$ cat src/rtl/truth_table_capture_pkg.sv
`default_nettype none
// ============================================================================
// Module   : truth_table_capture_pkg
// Purpose  : Shared types and constants for the truth-table capture engine:
//            FSM state encoding, default settle time and the table-width
//            derivation from the number of function inputs.
// Ports    : none (package)
// Revision : 1.0 - initial release
// ============================================================================
package truth_table_capture_pkg;

  localparam int unsigned DEFAULT_N_IN   = 3;
  localparam int unsigned DEFAULT_SETTLE = 10;

  typedef enum logic [1:0] {
    ST_IDLE   = 2'd0,
    ST_SETTLE = 2'd1,
    ST_SAMPLE = 2'd2,
    ST_DONE   = 2'd3
  } state_e;

  // Number of rows in the truth table of an n_in-input function.
  function automatic int unsigned table_width(input int unsigned n_in);
    return 32'd1 << n_in;
  endfunction

endpackage
`default_nettype wire

$ cat src/rtl/truth_table_capture_settle_timer.sv
`default_nettype none
// ============================================================================
// Module   : truth_table_capture_settle_timer
// Purpose  : Load/count/terminal-count timer. While en_i is high the count
//            advances each cycle; tc_o flags the cycle in which the count has
//            reached SETTLE-1, and the count wraps to zero on that edge.
// Ports    : clk_i   - clock
//            rst_ni  - asynchronous active-low reset
//            load_i  - clear the count to zero
//            en_i    - count enable
//            tc_o    - terminal-count pulse (combinational, qualified by en_i)
// Revision : 1.0 - initial release
// ============================================================================
module truth_table_capture_settle_timer #(
  parameter int unsigned SETTLE = 10
) (
  input  logic clk_i,
  input  logic rst_ni,
  input  logic load_i,
  input  logic en_i,
  output logic tc_o
);

  // Count only needs to reach SETTLE-1; keep at least one bit for SETTLE=1.
  localparam int unsigned CW = (SETTLE > 1) ? $clog2(SETTLE) : 1;
  localparam logic [CW-1:0] LAST = CW'(SETTLE - 1);

  logic [CW-1:0] cnt_q;
  logic [CW-1:0] cnt_d;

  assign tc_o = en_i && (cnt_q == LAST);

  always_comb begin
    cnt_d = cnt_q;
    if (load_i || tc_o) begin
      cnt_d = '0;
    end else if (en_i) begin
      cnt_d = cnt_q + 1'b1;
    end
  end

  always_ff @(posedge clk_i or negedge rst_ni) begin
    if (!rst_ni) begin
      cnt_q <= '0;
    end else begin
      cnt_q <= cnt_d;
    end
  end

endmodule
`default_nettype wire

$ cat src/rtl/truth_table_capture.sv
`default_nettype none
// ============================================================================
// Module   : truth_table_capture
// Purpose  : Exhaustive stimulus/response engine for a small combinational
//            block. Drives input vectors 0..TW-1 in order, holds each for
//            SETTLE cycles, samples f_in_i in a single SAMPLE cycle and builds
//            a truth table that is compared with a latched expected table.
// Ports    : clk_i          - clock
//            rst_ni         - asynchronous active-low reset
//            start_i        - sweep request, honoured only when idle
//            expected_i     - expected table, latched on accepted start
//            f_in_i         - output of the block under test
//            x_out_o        - input vector to the block under test
//            busy_o         - sweep in progress
//            done_o         - one-cycle end-of-sweep pulse
//            pass_o         - captured table matched the expected table
//            table_out_o    - captured truth table
//            mismatch_cnt_o - number of differing table bits
//            first_fail_o   - lowest differing index (0 when passing)
// Revision : 1.0 - initial release
// ============================================================================
module truth_table_capture
  import truth_table_capture_pkg::*;
#(
  parameter int unsigned N_IN   = DEFAULT_N_IN,
  parameter int unsigned SETTLE = DEFAULT_SETTLE,
  localparam int unsigned TW    = table_width(N_IN)
) (
  input  logic            clk_i,
  input  logic            rst_ni,
  input  logic            start_i,
  input  logic [TW-1:0]   expected_i,
  input  logic            f_in_i,
  output logic [N_IN-1:0] x_out_o,
  output logic            busy_o,
  output logic            done_o,
  output logic            pass_o,
  output logic [TW-1:0]   table_out_o,
  output logic [N_IN:0]   mismatch_cnt_o,
  output logic [N_IN-1:0] first_fail_o
);

  localparam logic [N_IN-1:0] LAST_IDX = N_IN'(TW - 1);

  state_e          state_q, state_d;
  logic [N_IN-1:0] idx_q, idx_d;
  logic [N_IN-1:0] x_out_q, x_out_d;
  logic [TW-1:0]   exp_q, exp_d;
  logic [TW-1:0]   tbl_q, tbl_d;
  logic [N_IN:0]   mm_q, mm_d;
  logic [N_IN-1:0] ff_q, ff_d;
  logic            pass_q, pass_d;

  logic            w_tc;
  logic            w_mismatch;
  logic            w_accept;

  assign w_accept   = (state_q == ST_IDLE) && start_i;
  assign w_mismatch = (f_in_i != exp_q[idx_q]);

  // Timer restarts on sweep acceptance and after every sample.
  truth_table_capture_settle_timer #(
    .SETTLE (SETTLE)
  ) u_settle_timer (
    .clk_i  (clk_i),
    .rst_ni (rst_ni),
    .load_i (w_accept || (state_q == ST_SAMPLE)),
    .en_i   (state_q == ST_SETTLE),
    .tc_o   (w_tc)
  );

  always_comb begin
    state_d = state_q;
    idx_d   = idx_q;
    x_out_d = x_out_q;
    exp_d   = exp_q;
    tbl_d   = tbl_q;
    mm_d    = mm_q;
    ff_d    = ff_q;
    pass_d  = pass_q;

    case (state_q)
      ST_IDLE: begin
        x_out_d = '0;
        if (start_i) begin
          exp_d   = expected_i;
          tbl_d   = '0;
          mm_d    = '0;
          ff_d    = '0;
          pass_d  = 1'b0;
          idx_d   = '0;
          state_d = ST_SETTLE;
        end
      end

      ST_SETTLE: begin
        if (w_tc) begin
          state_d = ST_SAMPLE;
        end
      end

      ST_SAMPLE: begin
        tbl_d[idx_q] = f_in_i;
        if (w_mismatch) begin
          mm_d = mm_q + 1'b1;
          // Only the first mismatch of the sweep records its index.
          if (mm_q == '0) begin
            ff_d = idx_q;
          end
        end
        if (idx_q == LAST_IDX) begin
          // Verdict is registered on entry to DONE so it is valid with done_o.
          pass_d  = (mm_d == '0);
          state_d = ST_DONE;
        end else begin
          idx_d   = idx_q + 1'b1;
          x_out_d = idx_q + 1'b1;
          state_d = ST_SETTLE;
        end
      end

      ST_DONE: begin
        idx_d   = '0;
        x_out_d = '0;
        state_d = ST_IDLE;
      end

      default: begin
        state_d = ST_IDLE;
      end
    endcase
  end

  always_ff @(posedge clk_i or negedge rst_ni) begin
    if (!rst_ni) begin
      state_q <= ST_IDLE;
      idx_q   <= '0;
      x_out_q <= '0;
      exp_q   <= '0;
      tbl_q   <= '0;
      mm_q    <= '0;
      ff_q    <= '0;
      pass_q  <= 1'b0;
    end else begin
      state_q <= state_d;
      idx_q   <= idx_d;
      x_out_q <= x_out_d;
      exp_q   <= exp_d;
      tbl_q   <= tbl_d;
      mm_q    <= mm_d;
      ff_q    <= ff_d;
      pass_q  <= pass_d;
    end
  end

  assign x_out_o        = x_out_q;
  assign busy_o         = (state_q == ST_SETTLE) || (state_q == ST_SAMPLE);
  assign done_o         = (state_q == ST_DONE);
  assign pass_o         = pass_q;
  assign table_out_o    = tbl_q;
  assign mismatch_cnt_o = mm_q;
  assign first_fail_o   = ff_q;

endmodule
`default_nettype wire

$ cat config.mk
export PLATFORM = sky130hd
export DESIGN_NAME = truth_table_capture
export DESIGN_NICKNAME = d
export VERILOG_FILES = /design/src/rtl/truth_table_capture_pkg.sv /design/src/rtl/truth_table_capture_settle_timer.sv /design/src/rtl/truth_table_capture.sv
export SDC_FILE = /design/constraint.sdc
export NUM_CORES = 1
export LEC_CHECK = 0
export BUFFER_PORTS_ARGS = -buffer_cell sky130_fd_sc_hd__buf_4
export CAP_MARGIN = 20
export CORE_ASPECT_RATIO = 1.2
export CORE_MARGIN = 2
export CORE_UTILIZATION = 40
export CTS_CLUSTER_SIZE = 14
export DETAILED_ROUTE_END_ITERATION = 10
export PLACE_DENSITY = 0.6
export SLEW_MARGIN = 20
export SYNTH_ARGS = -nofsm -noshare
export SYNTH_HDL_FRONTEND = slang
export SYNTH_HIERARCHICAL = 1
export SYNTH_SLANG_ARGS = --single-unit
$ cat constraint.sdc
create_clock -name clk_i -period 2.25 [get_ports clk_i]
set_input_delay 0.3375 -clock clk_i [delete_from_list [all_inputs] [get_ports clk_i]]
set_output_delay 0.3375 -clock clk_i [all_outputs]
set_load 0.05 [all_outputs]
---- Word level (Yosys, flattened, before mapping) ----
Cells that the tools add are included.
storage, ports and cells
  memory bits (read-only) ................. 0
  bits in writable memories ............... 0
  input bits .............................. 12
  output and inout bits ................... 21
  bits in registers ....................... 36
  word-level logic and storage cells ...... 74
  bits in latches ......................... 0
  memories ................................ 0
cells by class
  magnitude comparators ................... 2
  reductions and logical operators ........ 21
  shift-type cells ........................ 0
  multiply operators ...................... 0
  eq/ne operators ......................... 12
  bitwise operators ....................... 0
  muxes and demuxes ....................... 27
  $add $sub $neg .......................... 3
  div/mod/pow operators ................... 0
operators with widths
  operator             number
  $mux 4               5
  $pmux 8 s2           1
  $mux 3               4
  $ne 2x2->1 const B   6
  $pmux 3 s2           2
  $pmux 3 s3           1
  $add 4x1->4 const B  2
  $bwmux 8             1
  $logic_not 4->1      2
  $mux 8               1
  $pmux 2 s4           1
  $pmux 4 s2           1
  $reduce_and 2->1     4
  $mux 2               3
  $reduce_and 3->1     2
  $reduce_bool 2->1    3
  $eq 2x2->1 const B   2
  $eq 4x4->1 const B   1
  $lt 3x4->1 const B   1
  $mux 1               4
  $reduce_and 4->1     1
  $add 3x1->3 const B  1
  $bmux 1 s3           1
  $demux 1 s3          1
  other kinds (10)     14

---- Depth between registers and ports, before layout ----
  depth in word-level cells ............... 8
  mapped depth ............................ 7
  depth with buffers taken out ............ 7

---- By module ----
The synthesis kept the hierarchy.
by module, submodules not included
  module                            area an instance (um2)  cells an instance  instances  sequential area each (um2)
  truth_table_capture               1775.5                  180                1          800.8
  truth_table_capture_settle_timer  217.7                   19                 1          100.1

---- Least setup slack after synthesis ----
OpenSTA, ideal clock, no wires.
  kind .................................... reg2reg
  start point ............................. reg idx_q[0]
  end point ............................... reg ff_q[0], in the netlist first_fail_o[0]
  buffers on the path ..................... 1
  arrival time ............................ 1.988 ns
  slack ................................... 0.135 ns
  clock period less this slack ............ 2.115 ns
  data required time ...................... 2.124 ns
  cell stages (with the launch flop) ...... 7
  library setup time ...................... 0.126 ns
  cells stage by stage .................... dfrtp_1 -> buf_6 -> mux4_2 -> mux2_4 -> mux2_4 -> and3_1 -> a311o_1
between the ends
  cells in the longest elaborated chain, start to end .. 5
  elaborated cells on any way between the ends .. 8
  classes of those cells .................. eq/ne: 2; mux: 5; reduce/logical: 1
ends and longest elaborated chain
  what                               line                        source
  start: declaration                 truth_table_capture.sv:46   logic [N_IN-1:0] idx_q, idx_d;
  start signal: assignment           truth_table_capture.sv:146  idx_q <= idx_d;
  $bmux 1 s3                         truth_table_capture.sv:59   assign w_mismatch = (f_in_i != exp_q[idx_q]);
  $mux 1 (implied by the code)       truth_table_capture.sv:59
  $ne 1x1->1                         truth_table_capture.sv:59
  $ne 2x2->1 (no source line)        n/a
  $reduce_and 4->1 (no source line)  n/a
  end signal: assignment             truth_table_capture.sv:142  ff_q <= '0;
  end signal: assignment             truth_table_capture.sv:151  ff_q <= ff_d;
  end: declaration                   truth_table_capture.sv:51   logic [N_IN-1:0] ff_q, ff_d;
Several ways; a longest one is shown, not always the timed one. The select of a mux whose other input is x is not followed.
A chain may end at the register's enable or synchronous reset.

---- Worst setup path after layout ----
  start point ............................. reg idx_q[0]
  end point ............................... reg ff_q[2], in the netlist first_fail_o[2]
between the ends
  cells in the longest elaborated chain, start to end .. 5
ends and longest elaborated chain
  what                               line
  $bmux 1 s3                         truth_table_capture.sv:59
  $mux 1 (implied by the code)       truth_table_capture.sv:59
  $ne 1x1->1                         truth_table_capture.sv:59
  $ne 2x2->1 (no source line)        n/a
  $reduce_and 4->1 (no source line)  n/a
Every way passes these cells. The select of a mux whose other input is x is not followed.

==> impl_metrics.tcl <==
set metrics [dict create \
    synth_nets 221 \
    grt_use_met1 0.212 \
    start_kind "flip-flop" \
    status "finished, final reports clean" \
    cts_buffer_depth 2 \
    rr_startpoint "idx_q[0]" \
    final.setup.tns_ps 0 \
    hold_class "primary input to flip-flop" \
    wirelength_mm 4.14 \
    internal_power_mw 1.88 \
    use_met3 0.0457 \
    gp_congestion 0.770 \
    synth-compound-area-share 0.144 \
    slew_headroom 0.657 \
    setup_viol 0 \
    cp.arrival_ps 2290 \
    chipHeight_um 81.3 \
    yosysTopAreaCell "dfrtp_1" \
    ant_nets 0 \
    wl_per_cell_um 13.8 \
    grt_util_all_layers 0.170 \
    yosysSeqAreaShare 0.452 \
    power_density_nw_per_um2 1400 \
    maxCapViolations 0 \
    synthAdderAreaFrac 0.0628 \
    critical_path.startpoint "idx_q[0]" \
    cts_setup_buffers 0 \
    swShare 0.448 \
    dpl.hpwl_mm 3.05 \
    cts_sinks 36 \
    pwr-share-clk 0.142 \
    grt_pass1_vias 1497 \
    final_max_slew_viol_count 0 \
    ys_seq_elements 36 \
    synth_xor_area_frac 0.0301 \
    ir_drop_v 0.00112 \
    r2r_slack_ps 140 \
    cts_max_level 2 \
    antenna_found_initial 0 \
    pin_count 33 \
    vias 1565 \
    total_power_mw 3.41 \
    cts_root_buffer "clkbuf_8" \
    path_clk_slew_ps 80 \
    fmax_mhz 474 \
    rsz0062_at_grt "false" \
    core_area_um2 4870 \
    worst_pin_slew_ps 514 \
    synth-warning-count 6 \
    seq_power_share 0.302 \
    critPathKind "flip-flop to flip-flop" \
    busiest_layer "met2" \
    first_iter_violations 119 \
    cts_tree "done" \
    period_share 0.937 \
    use_met2 0.273 \
    numCtsBuffers 5 \
    start_util 0.409 \
    avgViaCountPerCell 5.22 \
    fillCellCount 455 \
    diodes 0 \
    worstSetupEndpointType "flip-flop" \
    synthMuxAreaShare 0.104 \
    clk_latency_ps 300 \
    leakage_nw 1.15 \
    syn_avg_cell_area_um2 10.0 \
    r2r_end "first_fail_o[2]" \
    syn-cell-area_um2 1990 \
    grt_pass1_wl_mm 6.91 \
    nNetsFinal 261 \
    skew_ps 10.9 \
    io_buffers 32 \
    synthTopCellsByArea "dfrtp_1, ha_1, mux2_2, o21ai_0, nor2_1" \
    p_switching_mw 1.53 \
    worst_r2r_path_depth 5 \
    core.rowCount 28 \
    required_ps 2430 \
    synth.distinct_cells 38 \
    synth_top_family_by_area "simple AND/OR/NAND/NOR gates" \
    grt.overflow.total 0 \
    synthSimpleGateAreaFrac 0.171 \
    route.detailed.drc 0 \
    period_minus_slack_ps 2110 \
    drt_pass1_iterations 4 \
    area_growth_pct 22.2 \
    path_max_fanout 4 \
    post_synth_inst_count 199 \
    netlist.area_leader.share 0.452 \
    hold_viol 0 \
    final_layout_size_suffix_gt1_frac 0.271 \
    die_x_um 68.4 \
    grt_max_degree 37 \
    crit_end "first_fail_o[2]" \
    dieArea_um2 5570 \
    combPwrFrac 0.556 \
]
==> synth_stat cells <==
cell      number
a211oi_2       1
clkbuf_1       7
a22oi_1        3
nor3_1         2
a21o_1         1
xor2_1         2
mux2i_1        3
xnor2_2        1
a31oi_1        2
a21oi_1        6
nor2_1        23
and2_1         4
or4_1          1
and3_1         4
mux2_4         2
o32a_1         1
and4b_4        1
ha_1          10
a311o_1        3
nand2b_1       4
xnor2_1        3
nand2_1       16
nand3_1        5
or2_4          1
a22o_1         2
nand3b_1       4
dfrtp_1       36
inv_1          9
nand4_1        1
o21a_1         1
o21ai_0       18
mux4_2         2
o31ai_1        4
buf_6          1
o21ai_1        1
mux2_2         9
o22ai_1        2
nor2b_1        3
==> area by class of cell <==
class	count	area (um^2)	share of cell area
tap	60	75.1	0.0308
inverter	9	33.8	0.0139
clock inverter	1	7.51	0.00308
sequential	36	902	0.370
clock buffer	7	86.3	0.0354
multi-input combinational	146	1020	0.419
timing repair buffer	41	310	0.127
==> power by group through the flow <==
stage | Clock, mW | Combinational [mW] | Sequential [mW]
2_1_floorplan | 0 | 1.21 | 1.23
3_3_place_gp | 0 | 1.88 | 1.04
3_5_place_dp | 0 | 1.90 | 1.04
4_1_cts | 0.503 | 1.90 | 1.03
5_1_grt | 0.535 | 2.08 | 1.06
6_report | 0.485 | 1.89 | 1.03
==> registers in the layout, indices dropped and copies added (netlist names) <==
name,count
pass_o,1
idx_q,3
exp_q,8
u_settle_timer/cnt_q,4
table_out_o,8
x_out_o,3
state_q,2
first_fail_o,3
mismatch_cnt_o,4
==> through the flow <==
| stage | hold WS, ps | utilization | instances | setup slack [ps] | instance area (um^2) |
|---|---|---|---|---|---|
| final | 266 | 0.500 | 300 | 141 | 2440 |
| after CTS | 260 | 0.500 | 300 | 96.7 | 2430 |
| after detailed placement | 324 | 0.479 | 291 | 97.4 | 2330 |
| after global routing | 257 | 0.500 | 300 | 55.9 | 2440 |
| after global placement | 324 | 0.479 | 291 | 138 | 2330 |
| after floorplan | 41.9 | - | 199 | 135 | 1990 |
==> kinds of logic (layout without fill, tap and decap cells) <==
family	count (synthesis)	in the layout
AO/OA/AOI/OAI	45	45
XOR/XNOR	6	6
adder cells (fa/ha/maj)	10	10
buffers and inverters	17	58
flip-flops	36	36
multiplexers	16	16
AND/OR/NAND/NOR	69	69
==> layout by cell type (no fill, tap or decap), types with 2 or more instances in the layout <==
cell	count
buf_4	40
dfrtp_1	35
nor2_1	23
o21ai_0	18
nand2_1	16
ha_1	10
inv_1	9
mux2_2	9
a21oi_1	6
clkbuf_8	6
nand3_1	5
nand2b_1	4
nand3b_1	4
o31ai_1	4
and2_1	4
and3_1	4
nor2b_1	3
mux2i_1	3
xnor2_1	3
a311o_1	3
a22oi_1	3
nor3_1	2
mux4_2	2
mux2_4	2
a22o_1	2
a31oi_1	2
xor2_1	2
o22ai_1	2
==> how the worst min path moves through the flow <==
stage                       start        to  slack, ps  cells after the start
floorplan                  rst_ni  exp_q[0]         40                      0
global placement           rst_ni  exp_q[1]        320                      1
detailed placement         rst_ni  exp_q[1]        320                      1
CTS                 expected_i[5]  exp_q[5]        260                      2
global route        expected_i[5]  exp_q[5]        260                      2
finish              expected_i[5]  exp_q[5]        270                      2
==> timing repair <==
item | 4_1_cts | 5_1_grt
endpoints found under the hold margin | 11 | 0
resized for setup | 0 | 1
endpoints found under the setup margin | 0 | 1
hold buffers | 1 | 0
==> worst max-delay path, stage by stage (launching register included) <==
cell and delay (ps):
dfrtp_2 400, mux4_2 510, mux2_4 320, mux2_4 320, and3_1 180, a311o_1 270
==> layer usage <==
metal	share of wire	routed length [um]	vias to the layer above
li1	-	-	784
met1	0.45	1850	746
met2	0.50	2060	28
met3	0.038	156	7
met4	0.019	77	0
met5	0	0	-
(Power assumes the default switching activity.)
